### config.mk
export PLATFORM = sky130hd
export DESIGN_NAME = spi_xfer_ctrl_flat
export DESIGN_NICKNAME = d
export VERILOG_FILES = /design/src/rtl/spi_xfer_ctrl_if.sv /design/src/rtl/spi_xfer_ctrl.sv /design/src/flat_wrapper.sv
export SDC_FILE = /design/constraint.sdc
export NUM_CORES = 1
export LEC_CHECK = 0
export BUFFER_PORTS_ARGS = -buffer_cell sky130_fd_sc_hd__buf_2
export CORE_MARGIN = 2
export CORE_UTILIZATION = 57
export CTS_CLUSTER_SIZE = 14
export DETAILED_ROUTE_END_ITERATION = 6
export MAX_ROUTING_LAYER = met4
export PLACE_DENSITY = 0.79
export SLEW_MARGIN = 20
export SYNTH_ARGS = -nofsm -noshare
export SYNTH_HDL_FRONTEND = slang
export SYNTH_SLANG_ARGS = --single-unit
### constraint.sdc
create_clock -name spi_clock_i -period 8.4 [get_ports spi_clock_i]
set_input_delay 0.84 -clock spi_clock_i [delete_from_list [all_inputs] [get_ports spi_clock_i]]
set_output_delay 0.84 -clock spi_clock_i [all_outputs]
set_load 0.005 [all_outputs]
### src/rtl/spi_xfer_ctrl_if.sv
// Bundle of request, configuration, status and SPI pin signals for the
// spi_xfer_ctrl transfer controller.
//
//   slave  : the controller itself (receives requests and MISO, drives the
//            SPI pins and status).
//   master : the requesting agent (drives requests, configuration and MISO).
//
// Signals:
//   start_i / start_ready_o   transfer request / controller idle
//   tx_data_i[31:0]           word to transmit, right-aligned
//   len_i[1:0]                00=8, 01=16, 10/11=32 bits
//   div_i[DIV_W-1:0]          SCLK half-period = div_i+1 clocks
//   cpol_i, cpha_i            SPI mode
//   lsb_first_i               bit order
//   abort_i                   terminate the current transfer
//   sclk_o, mosi_o, miso_i    SPI serial pins
//   cs_n_o                    chip select, active-low
//   busy_o, done_o, aborted_o status / completion pulse / abort qualifier
//   rx_data_o[31:0]           received word, right-aligned, zero-extended
interface spi_xfer_ctrl_if #(
  parameter int unsigned DIV_W = 4
);
  logic             start_i;
  logic             start_ready_o;
  logic [31:0]      tx_data_i;
  logic [1:0]       len_i;
  logic [DIV_W-1:0] div_i;
  logic             cpol_i;
  logic             cpha_i;
  logic             lsb_first_i;
  logic             abort_i;
  logic             sclk_o;
  logic             mosi_o;
  logic             miso_i;
  logic             cs_n_o;
  logic             busy_o;
  logic             done_o;
  logic             aborted_o;
  logic [31:0]      rx_data_o;

  modport slave (
    input  start_i, tx_data_i, len_i, div_i, cpol_i, cpha_i, lsb_first_i,
           abort_i, miso_i,
    output start_ready_o, sclk_o, mosi_o, cs_n_o, busy_o, done_o,
           aborted_o, rx_data_o
  );

  modport master (
    output start_i, tx_data_i, len_i, div_i, cpol_i, cpha_i, lsb_first_i,
           abort_i, miso_i,
    input  start_ready_o, sclk_o, mosi_o, cs_n_o, busy_o, done_o,
           aborted_o, rx_data_o
  );
endinterface

### src/rtl/spi_xfer_ctrl.sv
// SPI single-word transfer controller (SPI master side).
//
// A start handshake (start_i && start_ready_o) latches the word, length,
// clock divider, mode and bit order. The transfer then walks through
// SETUP (chip select asserted, one half-period), SHIFT (2*N SCLK toggles),
// HOLD (one half-period) and DONE (one-cycle done_o pulse) before
// returning to IDLE. abort_i during SETUP/SHIFT/HOLD jumps straight to DONE
// with aborted_o set and rx_data_o left untouched.
//
// Ports:
//   spi_clock_i  system clock
//   spi_reset_i  asynchronous active-low reset
//   bus          spi_xfer_ctrl_if.slave (request, config, SPI pins, status)
module spi_xfer_ctrl #(
  parameter int unsigned DIV_W = 4
) (
  input logic           spi_clock_i,
  input logic           spi_reset_i,
  spi_xfer_ctrl_if.slave bus
);

  typedef enum logic [2:0] {
    S_IDLE,
    S_SETUP,
    S_SHIFT,
    S_HOLD,
    S_DONE
  } state_t;

  // Bit count for an encoded length.
  function automatic logic [5:0] len_bits(input logic [1:0] len);
    case (len)
      2'b00:   return 6'd8;
      2'b01:   return 6'd16;
      default: return 6'd32;
    endcase
  endfunction

  // Word bit position of the k-th transmitted (or received) bit.
  function automatic logic [4:0] bit_pos(input logic [5:0] k,
                                         input logic [5:0] n,
                                         input logic       lsb);
    logic [5:0] r;
    r = lsb ? k : (n - 6'd1 - k);
    return r[4:0];
  endfunction

  state_t           state_q, state_d;
  logic [DIV_W-1:0] cnt_q, cnt_d;
  logic [5:0]       edge_q, edge_d;
  logic [31:0]      tx_q, tx_d;
  logic [1:0]       len_q, len_d;
  logic [DIV_W-1:0] div_q, div_d;
  logic             cpol_q, cpol_d;
  logic             cpha_q, cpha_d;
  logic             lsb_q, lsb_d;
  logic [31:0]      rx_sr_q, rx_sr_d;
  logic [31:0]      rx_data_q, rx_data_d;
  logic             sclk_q, sclk_d;
  logic             mosi_q, mosi_d;
  logic             cs_n_q, cs_n_d;
  logic             busy_q, busy_d;
  logic             done_q, done_d;
  logic             aborted_q, aborted_d;

  logic [5:0] nbits;
  logic [5:0] last_edge;
  logic [5:0] bit_k;
  logic       leading;
  logic [4:0] cur_pos;
  logic [4:0] next_pos;
  logic [4:0] first_pos;
  logic       cnt_zero;
  logic       in_xfer_q;
  logic       in_xfer_d;

  assign nbits     = len_bits(len_q);
  assign last_edge = 6'({nbits, 1'b0} - 7'd1);
  assign bit_k     = {1'b0, edge_q[5:1]};
  assign leading   = ~edge_q[0];
  assign cur_pos   = bit_pos(bit_k, nbits, lsb_q);
  assign next_pos  = bit_pos(bit_k + 6'd1, nbits, lsb_q);
  assign first_pos = bit_pos(6'd0, len_bits(bus.len_i), bus.lsb_first_i);
  assign cnt_zero  = (cnt_q == '0);
  assign in_xfer_q = (state_q == S_SETUP) || (state_q == S_SHIFT) ||
                     (state_q == S_HOLD);

  always_comb begin
    state_d   = state_q;
    cnt_d     = cnt_q;
    edge_d    = edge_q;
    tx_d      = tx_q;
    len_d     = len_q;
    div_d     = div_q;
    cpol_d    = cpol_q;
    cpha_d    = cpha_q;
    lsb_d     = lsb_q;
    rx_sr_d   = rx_sr_q;
    rx_data_d = rx_data_q;
    sclk_d    = sclk_q;
    mosi_d    = mosi_q;
    aborted_d = 1'b0;

    unique case (state_q)
      S_IDLE: begin
        if (bus.start_i) begin
          state_d = S_SETUP;
          tx_d    = bus.tx_data_i;
          len_d   = bus.len_i;
          div_d   = bus.div_i;
          cpol_d  = bus.cpol_i;
          cpha_d  = bus.cpha_i;
          lsb_d   = bus.lsb_first_i;
          cnt_d   = bus.div_i;
          edge_d  = '0;
          rx_sr_d = '0;
          sclk_d  = bus.cpol_i;
          // With cpha=0 the first bit must be valid before the first edge.
          mosi_d  = bus.cpha_i ? 1'b0 : bus.tx_data_i[first_pos];
        end
      end

      S_SETUP: begin
        if (cnt_zero) begin
          state_d = S_SHIFT;
          cnt_d   = div_q;
        end else begin
          cnt_d = cnt_q - DIV_W'(1);
        end
      end

      S_SHIFT: begin
        if (cnt_zero) begin
          sclk_d = ~sclk_q;
          cnt_d  = div_q;
          edge_d = edge_q + 6'd1;
          // Sample on leading edges for cpha=0, trailing edges for cpha=1.
          if (leading != cpha_q) begin
            rx_sr_d[cur_pos] = bus.miso_i;
          end
          if (cpha_q && leading) begin
            mosi_d = tx_q[cur_pos];
          end else if (!cpha_q && !leading && ((bit_k + 6'd1) < nbits)) begin
            mosi_d = tx_q[next_pos];
          end
          if (edge_q == last_edge) begin
            state_d = S_HOLD;
          end
        end else begin
          cnt_d = cnt_q - DIV_W'(1);
        end
      end

      S_HOLD: begin
        if (cnt_zero) begin
          state_d   = S_DONE;
          rx_data_d = rx_sr_q;
        end else begin
          cnt_d = cnt_q - DIV_W'(1);
        end
      end

      S_DONE: begin
        state_d = S_IDLE;
      end

      default: begin
        state_d = S_IDLE;
      end
    endcase

    // Abort overrides whatever the active state computed this cycle.
    if (bus.abort_i && in_xfer_q) begin
      state_d   = S_DONE;
      sclk_d    = cpol_q;
      rx_data_d = rx_data_q;
      aborted_d = 1'b1;
    end

    in_xfer_d = (state_d == S_SETUP) || (state_d == S_SHIFT) ||
                (state_d == S_HOLD);
    if (!in_xfer_d) begin
      mosi_d = 1'b0;
    end
    cs_n_d = ~in_xfer_d;
    busy_d = (state_d != S_IDLE);
    done_d = (state_d == S_DONE);
  end

  always_ff @(posedge spi_clock_i or negedge spi_reset_i) begin
    if (!spi_reset_i) begin
      state_q   <= S_IDLE;
      cnt_q     <= '0;
      edge_q    <= '0;
      tx_q      <= '0;
      len_q     <= '0;
      div_q     <= '0;
      cpol_q    <= 1'b0;
      cpha_q    <= 1'b0;
      lsb_q     <= 1'b0;
      rx_sr_q   <= '0;
      rx_data_q <= '0;
      sclk_q    <= 1'b0;
      mosi_q    <= 1'b0;
      cs_n_q    <= 1'b1;
      busy_q    <= 1'b0;
      done_q    <= 1'b0;
      aborted_q <= 1'b0;
    end else begin
      state_q   <= state_d;
      cnt_q     <= cnt_d;
      edge_q    <= edge_d;
      tx_q      <= tx_d;
      len_q     <= len_d;
      div_q     <= div_d;
      cpol_q    <= cpol_d;
      cpha_q    <= cpha_d;
      lsb_q     <= lsb_d;
      rx_sr_q   <= rx_sr_d;
      rx_data_q <= rx_data_d;
      sclk_q    <= sclk_d;
      mosi_q    <= mosi_d;
      cs_n_q    <= cs_n_d;
      busy_q    <= busy_d;
      done_q    <= done_d;
      aborted_q <= aborted_d;
    end
  end

  assign bus.start_ready_o = (state_q == S_IDLE);
  assign bus.sclk_o        = sclk_q;
  assign bus.mosi_o        = mosi_q;
  assign bus.cs_n_o        = cs_n_q;
  assign bus.busy_o        = busy_q;
  assign bus.done_o        = done_q;
  assign bus.aborted_o     = aborted_q;
  assign bus.rx_data_o     = rx_data_q;

endmodule

### src/flat_wrapper.sv
// flat-port wrapper written by rule: the top's interface ports become plain ports
module spi_xfer_ctrl_flat 
#(
  parameter int unsigned DIV_W = 4
)
  (spi_clock_i, spi_reset_i, bus_start_i, bus_tx_data_i, bus_len_i, bus_div_i, bus_cpol_i, bus_cpha_i, bus_lsb_first_i, bus_abort_i, bus_miso_i, bus_start_ready_o, bus_sclk_o, bus_mosi_o, bus_cs_n_o, bus_busy_o, bus_done_o, bus_aborted_o, bus_rx_data_o);
  spi_xfer_ctrl_if #(.DIV_W(DIV_W)) bus_i ();
  input logic spi_clock_i;
  input logic spi_reset_i;
  input wire logic [$bits(bus_i.start_i)-1:0] bus_start_i;
  input wire logic [$bits(bus_i.tx_data_i)-1:0] bus_tx_data_i;
  input wire logic [$bits(bus_i.len_i)-1:0] bus_len_i;
  input wire logic [$bits(bus_i.div_i)-1:0] bus_div_i;
  input wire logic [$bits(bus_i.cpol_i)-1:0] bus_cpol_i;
  input wire logic [$bits(bus_i.cpha_i)-1:0] bus_cpha_i;
  input wire logic [$bits(bus_i.lsb_first_i)-1:0] bus_lsb_first_i;
  input wire logic [$bits(bus_i.abort_i)-1:0] bus_abort_i;
  input wire logic [$bits(bus_i.miso_i)-1:0] bus_miso_i;
  output wire logic [$bits(bus_i.start_ready_o)-1:0] bus_start_ready_o;
  output wire logic [$bits(bus_i.sclk_o)-1:0] bus_sclk_o;
  output wire logic [$bits(bus_i.mosi_o)-1:0] bus_mosi_o;
  output wire logic [$bits(bus_i.cs_n_o)-1:0] bus_cs_n_o;
  output wire logic [$bits(bus_i.busy_o)-1:0] bus_busy_o;
  output wire logic [$bits(bus_i.done_o)-1:0] bus_done_o;
  output wire logic [$bits(bus_i.aborted_o)-1:0] bus_aborted_o;
  output wire logic [$bits(bus_i.rx_data_o)-1:0] bus_rx_data_o;
  assign bus_i.start_i = bus_start_i;
  assign bus_i.tx_data_i = bus_tx_data_i;
  assign bus_i.len_i = bus_len_i;
  assign bus_i.div_i = bus_div_i;
  assign bus_i.cpol_i = bus_cpol_i;
  assign bus_i.cpha_i = bus_cpha_i;
  assign bus_i.lsb_first_i = bus_lsb_first_i;
  assign bus_i.abort_i = bus_abort_i;
  assign bus_i.miso_i = bus_miso_i;
  assign bus_start_ready_o = bus_i.start_ready_o;
  assign bus_sclk_o = bus_i.sclk_o;
  assign bus_mosi_o = bus_i.mosi_o;
  assign bus_cs_n_o = bus_i.cs_n_o;
  assign bus_busy_o = bus_i.busy_o;
  assign bus_done_o = bus_i.done_o;
  assign bus_aborted_o = bus_i.aborted_o;
  assign bus_rx_data_o = bus_i.rx_data_o;
  spi_xfer_ctrl #(.DIV_W(DIV_W)) u_core (.spi_clock_i(spi_clock_i), .spi_reset_i(spi_reset_i), .bus(bus_i));
endmodule
==> summary.txt, run 1 <==
Floorplan
  – Initial Util: 0.583
  – Core ar.: around 11000 um2
  – Boundary pin count: 85
  – Die area: about 12000 um2
  – Number of core rows: 38
  – Die height: around 110 um
  – Die width: approximately 110 um

Pwr
  – Clock share of power: 0.303
  – Switching share of power: 0.354
  – Leak: 3.51 nW
  – Comb pwr share: 0.343
  – Seq pwr share: 0.354
  – Internal: between 1.5 and 2 mW
  – Pwr dens: roughly 320 nW/um2
  – Switching power: approximately 0.85 mW
  – Worst IR drop on VDD: a little under 200 uV

Placement
  – Routability cong.: a little over 0.9
  – Dpl cells: 772
  – Hpwl dp: roughly 10 mm
  – Port Buf Inserts: 84

Clocking
  – H-Tree Depth: 4
  – Maximum root-to-sink buffer count: 2
  – CTS clk-pin slew, worst paths: ~0.060 ns
  – Hold_buf cts: 0
  – Resize count post-CTS: 0
  – TritonCTS clock tree: built
  – Root buf cell: clkbuf_8
  – Latest clock arrival within the worst-skew pair: about 0.52 ns
  – Sink Count: around 120
  – Setup bufs post-CTS: 0
  – CTS Buf Count: 17

Drt
  – Detailed Routing Iterations Pass 1: 7
  – Post-route ant nets: 0
  – DRC viols: 0
  – DR vias: about 5000
  – Iter 0 DRT Violations: around 320
  – Routed wire length: between 10 and 15 mm
  – Routed len/inst: approximately 18 um
  – Via/cell ratio: just over 6

Final layout
  – Non-filler instance count after layout: between 800 and 900
  – Diode count: 0
  – Layout cell share with drive strength beyond 1: 0.328
  – Area delta synth->final: 17.5%
  – Final core area utilization: 0.684
  – Nets: between 700 and 800

Outcome
  – Status: finished, final reports clean

Synthesis
  – Area contributors post-synth: dfrtp_1 (49%), mux2_2 (12%), o21ai_0 (6.2%)
  – Post-synth EDFFs: 0
  – Cells after Synth: between 500 and 600
  – Post-Syn Area: 6310 um2
  – Register bit total from synthesis: roughly 120
  – Count leader, synth: dfrtp_1
  – Post-synth top area cell: dfrtp_1
  – Top cells by count, synth: dfrtp_1 (123), o21ai_0 (78), mux2_2 (70)
  – Synth async-reset ratio: 1.00
  – Ys Warns: 0
  – Mean area per synthesized cell: 11.0 um2
  – Top_reg_cell synth: dfrtp_1
  – Syn_nets: roughly 630
  – Synth top area share: 0.487
  – Synth cell types: 62
  – Post-synthesis sequential area ratio: 0.492

Timing
  – Slew @ Worst Pin: slightly above 1 ns
  – Post-Route Setup TNS: 0 ns
  – RSZ-0062 raised after global routing: no
  – Fin. max-slew vios: 0
  – Final hold viol count: 0
  – Clock skew: just under 0.005 ns
  – Slew HR: 0.316
  – Tcrit/Tclk final: 0.375
  – Post-layout min period: 3.15 ns
  – Final setup viols: 0
  – Max Fclk: 0.317 GHz

Worst setup path
  – Max stage delay cell, worst path: dfrtp_1
  – Most common cell on crit path: nor2_1
  – Crit Reg-Reg Startpoint: u_core.state_q[0]
  – CP required: between 8 and 9 ns
  – CP endpoint kind: flop
  – Worst Setup SP: u_core.state_q[0]
  – CP arrival: between 3 and 4 ns
  – Worst path bufs/invs: 0
  – CP max FO: 37
  – Crit Path Class: reg -> reg
  – Delay-heaviest family, CP: simple AND/OR/NAND/NOR gates
  – CP Launch Type: flop
  – Worst-path cell chain: nor2_1 > nand2_2 > nor2_2 > nor2_1 > nor2_1 > nand4_1 > o21ai_0
  – Slowest stage delay, CP: ~0.56 ns

Global route
  – Initial antenna violation count: 0
  – First-pass GRT wire length: 24.4 mm
  – GRT overflow: 0
  – Largest net degree at the start of global routing: 85
  – Total track usage: 0.275
  – Vias in the first global route: 4791

Worst hold path
  – Worst Hold Class: in -> async

Job
  – Max_cap viols: 0
## layout by cell type (no fill, tap or decap), types with 5 or more instances in the layout
cell	n
clkbuf_16	16
o21ai_0	78
dfrtp_1	123
xor2_1	8
nand4_1	7
mux2_2	70
buf_2	83
o21a_1	5
a32oi_1	5
buf_4	5
mux2i_1	15
a21oi_1	37
inv_1	12
mux4_2	8
nand3_1	13
nor2_1	29
xnor2_1	6
nor3_1	6
nand2_1	37
ha_1	12
## power groups by stage
stage               sequential, mW  clock [mW]  combinational [mW]
finish                       0.852       0.730               0.827
global route                 0.869       0.774               0.908
floorplan                    0.798           0               0.669
CTS                          0.849       0.738               0.822
global placement             0.846           0               0.791
detailed placement           0.858           0               0.810
## flip-flops by register name, indices dropped and copies added (netlist names), 2 cells and up
name                  cells
u_core.tx_q              32
u_core.div_q              4
u_core.len_q              2
u_core.cnt_q              4
u_core.edge_q             6
u_core.bus.rx_data_o     32
u_core.rx_sr_q           32
u_core.state_q            3
## path summary, 6_finish.rpt
| kind | depth (start not counted) | slack, ns | endpoint |
|---|---|---|---|
| setup / recovery | 7 | 5.25 | u_core.rx_sr_q[26] |
| setup reg to reg | 7 | 5.25 | u_core.rx_sr_q[26] |
| max in group asynchronous | 2 | 6.95 | u_core.tx_q[29] |
| min in group spi_clock_i | 1 | 0.47 | u_core.bus.sclk_o |
| hold / removal | 1 | 0.29 | u_core.bus.rx_data_o[14] |
| hold reg to reg | 1 | 0.47 | u_core.bus.sclk_o |
## worst register-to-register path: stages, from the launching register on
cell and delay [ns]:
dfrtp_1 0.56, nor2_1 0.35, nand2_2 0.46, nor2_2 0.43
nor2_1 0.15, nor2_1 0.34, nand4_1 0.42, o21ai_0 0.35
## cell families (layout without fill, tap and decap cells)
group / Yosys count / after routing / synth area share
AO/OA/AOI/OAI: 155 / 155 / 0.144
XOR/XNOR: 16 / 16 / 0.0234
adder cells (fa/ha/maj): 12 / 12 / 0.0238
buffers and inverters: 45 / 133 / 0.0317
flip-flops: 124 / 124 / 0.492
multiplexers: 96 / 96 / 0.182
AND/OR/NAND/NOR: 128 / 128 / 0.103
## final cells by class
class                           instances  area (um2)
Clock buffer                           18         428
Clock inverter                         14         170
Fill cell                             818        3420
Inverter                               12        45.0
Multi-Input combinational cell        407        3030
Sequential cell                       124        3100
Tap cell                              140         175
Timing Repair Buffer                   89         464
## metrics by stage
step | setup WS (ns) | total power [mW] | hold WS, ns | cell area [um2]
3_3_place_gp | 5.37 | 1.64 | 0.455 | 6810
5_1_grt | 4.97 | 2.55 | 0.328 | 7420
4_1_cts | 5.03 | 2.41 | 0.305 | 7400
3_5_place_dp | 5.16 | 1.67 | 0.464 | 6810
6_report | 5.25 | 2.41 | 0.294 | 7420
2_1_floorplan | 5.67 | 1.47 | 0.446 | 6310
## per-layer routing
metal / part of all wire / vias to the layer above / global-route usage
li1: - / 2241 / -
met1: 0.42 / 2374 / 0.358
met2: 0.50 / 205 / 0.422
met3: 0.058 / 41 / 0.0592
met4: 0.026 / 0 / 0.113
met5: 0 / - / -
(Power assumes the default switching activity.)
==> inputs of run 2 (changes only) <==
Settings changed: ABC_AREA from default to 1.
Clock period 8.4 ns to 2.9 ns, I/O delays scaled along.
==> run 2 against run 1 <==
Worst hold slack got worse by 0.23 ns. Sequential share of layout area fell by 1.3 points. Non-clock buffer count rose by 2. Clock power rose to 3.2 times the previous value. Die area rose by 3.2%. Worst setup slack got worse by 4.9 ns. Sequential power rose to 2.9 times the previous value. Via count rose by 20%. Critical path type unchanged. Largest cell class unchanged. Largest power group is now combinational logic. Highest routed layer unchanged.
==> summary.txt, run 2 <==
Worst setup path
  – Worst-path cell chain: nor2_1 > inv_1 > ha_1 > inv_1 > nand2_1 > nand3_1 > nand2_1 > nand2_1 > nand2_1 > nor2_1 > nand2_1 > nor2_1 > inv_1 > a21oi_1 > o22ai_1
  – Register-to-register setup slack: approximately 0.32 ns
  – Crit Reg-Reg Startpoint: u_core.len_q[0]
  – CP arrival: ~2.9 ns
  – Delay-heaviest family, CP: simple AND/OR/NAND/NOR gates
  – Reg-to-reg endpoint: u_core.rx_sr_q[20]
  – CP required: around 3.2 ns
  – CP max FO: 4
  – Most common cell on crit path: nand2_1
  – CP endpoint kind: flop
  – Max stage delay cell, worst path: dfrtp_1
  – Crit Path Class: reg -> reg
  – Slowest stage delay, CP: around 0.40 ns
  – Worst path depth: 15
  – CP Launch Type: flop
  – CP endpoint: u_core.rx_sr_q[20]
  – R2R depth: 15
  – Worst Setup SP: u_core.len_q[0]
  – Worst path bufs/invs: 3

Synthesis
  – Post-Syn Area: 6530 um2
  – Area contributors post-synth: dfrtp_1 (47%), nand2_1 (13%), inv_1 (6.6%)
  – Count leader, synth: nand2_1
  – Post-synth EDFFs: 0
  – Synth top area share: 0.472
  – Synth async-reset ratio: 1.00
  – Register bit total from synthesis: 124
  – Synth cell types: 36
  – Syn_nets: between 900 and 1000
  – Cells after Synth: about 850
  – Top cells by count, synth: nand2_1 (223), dfrtp_1 (123), inv_1 (114)
  – Mean area per synthesized cell: roughly 7.7 um2
  – Ys Warns: 0
  – Post-synth top area cell: dfrtp_1
  – Top_reg_cell synth: dfrtp_1
  – Post-synthesis sequential area ratio: 0.476

Clocking
  – Latest clock arrival within the worst-skew pair: around 0.43 ns
  – Maximum root-to-sink buffer count: 2
  – CTS clk-pin slew, worst paths: around 0.05 ns
  – Setup bufs post-CTS: 0
  – Root buf cell: clkbuf_16
  – Resize count post-CTS: 0
  – Hold_buf cts: 1
  – TritonCTS clock tree: built
  – Sink Count: roughly 120
  – H-Tree Depth: 4
  – CTS Buf Count: 17

Drt
  – Detailed Routing Iterations Pass 1: 5
  – Routed len/inst: ~14 um
  – DR vias: between 5000 and 6000
  – Routed wire length: ~15 mm
  – Iter 0 DRT Violations: 491
  – DRC viols: 0
  – Post-route ant nets: 0
  – Via/cell ratio: roughly 5.4

Floorplan
  – Die width: 111 um
  – Number of core rows: 39
  – Boundary pin count: 85
  – Die area: about 12000 um2
  – Initial Util: 0.579
  – Core ar.: roughly 11000 um2
  – Die height: 111 um

Timing
  – Clock skew: 0.00537 ns
  – Final hold viol count: 0
  – Post-layout min period: 2.58 ns
  – Max Fclk: 0.388 GHz
  – Slew @ Worst Pin: ~0.6 ns
  – Tcrit/Tclk final: 0.888
  – Slew HR: 0.599
  – Final setup viols: 0
  – Fin. max-slew vios: 0
  – Post-Route Setup TNS: 0 ns
  – RSZ-0062 raised after global routing: no

Final layout
  – Fin area: about 7700 um2
  – Register area: 3100 um2
  – Area occupied by multi-input gates: roughly 2800 um2
  – Fillcell total: 993
  – Nets: just under 1000
  – Area delta synth->final: 17.2%
  – Most common cell after layout, fill and taps aside: nand2_1
  – Layout cell share with drive strength beyond 1: 0.171
  – Diode count: 0
  – Most frequent cells in the layout: nand2_1 (223), dfrtp_1 (123), inv_1 (114), buf_2 (83), nor2_1 (72)

Placement
  – Routability cong.: between 0.9 and 1
  – Hpwl dp: between 10 and 15 mm
  – Placed Instance Area: between 7000 and 8000 um2
  – Port Buf Inserts: between 80 and 90

Pwr
  – Pwr dens: slightly above 1000 nW/um2
  – Leak: around 3.8 nW
  – Worst IR drop on VDD: 736 uV
  – Power Total: between 7 and 8 mW

Global route
  – Initial antenna violation count: 0
  – Met2 Track Usage GR: 0.422
  – GRT overflow: 0
  – Vias in the first global route: approximately 5500
  – Largest net degree at the start of global routing: 65
  – GRT met3 Usage: 0.0596
  – Total track usage: 0.273
  – Busiest metal layer after global routing: met2
  – First-pass GRT wire length: 26.4 mm
  – Met1 Usage GRT: 0.360

Job
  – Max_cap viols: 0

Worst hold path
  – Worst Hold Class: in -> reg

Outcome
  – Status: finished, final reports clean
[run 2: cell types whose count changed in the layout (fill, tap and decap cells not counted), moves of 9 or more]
cell and delta:
o21ai_0 -23, inv_2 +10, nand2_2 +11, a21oi_1 +9
mux2_2 -70, mux2i_1 -15, nand2_1 +186, inv_1 +102
nor2_1 +43, o21ai_1 +17, nand3_1 +43, o22ai_1 +28
[run 2: layer usage]
| layer | vias up | wire (um) |
|---|---|---|
| met4 | 0 | 276 |
| met2 | 211 | 7380 |
| li1 | 2873 | - |
| met5 | - | 0 |
| met1 | 2730 | 6830 |
| met3 | 28 | 914 |
[run 2: how the worst min path moves through the flow]
stage | from | cells past startpoint | slack (ns) | to
6_report | bus_tx_data_i[21] | 3 | 0.06 | u_core.tx_q[21]
5_1_grt | bus_tx_data_i[18] | 3 | 0.07 | u_core.tx_q[18]
4_1_cts | bus_tx_data_i[21] | 3 | 0.05 | u_core.tx_q[21]
3_5_place_dp | spi_reset_i | 1 | 0.31 | u_core.cnt_q[1]
3_3_place_gp | spi_reset_i | 1 | 0.30 | u_core.cnt_q[1]
2_1_floorplan | spi_reset_i | 0 | -0.006 | u_core.bus.aborted_o
[run 2: area by class of cell]
type / instances / area share
Clock buffer: 21 / 0.0589
Multi-Input combinational cell: 568 / 0.362
Inverter: 124 / 0.0608
Timing Repair Buffer: 91 / 0.0641
Sequential cell: 124 / 0.406
Tap cell: 143 / 0.0234
Clock inverter: 11 / 0.0249
[run 2: power breakdown]
part	switching [mW]	leakage, nW	internal (mW)
combinational	2.17	1.89	1.04
sequential	0.313	1.64	2.12
clock	0.764	0.311	1.54
total	3.24	3.84	4.70
[run 2: logic make-up (layout without fill, tap and decap cells)]
family          Yosys count  in the layout  synth area share
flops                   124            124             0.476
xor+xnor                  4              4           0.00537
fa+ha+maj                12             12            0.0230
compound gates          166            166             0.142
simple gates            386            386             0.253
buf+inv                 159            247             0.101
[run 2: tightest hold or removal path, delay by kind of cell]
family                 cells  cell delay [ns]
buffers and inverters      1             0.07
AND/OR/NAND/NOR            2             0.09
[run 2: through the flow]
| step | cells | hold slack, ns | setup WS [ns] | utilization |
|---|---|---|---|---|
| after global placement | 1049 | 0.299 | 0.478 | 0.621 |
| after CTS | 1082 | 0.0520 | 0.355 | 0.679 |
| after floorplan | 851 | -0.00559 | 0.827 | - |
| after global routing | 1082 | 0.0672 | 0.0989 | 0.679 |
| after detailed placement | 1049 | 0.307 | 0.438 | 0.621 |
| final | 1082 | 0.0599 | 0.324 | 0.679 |
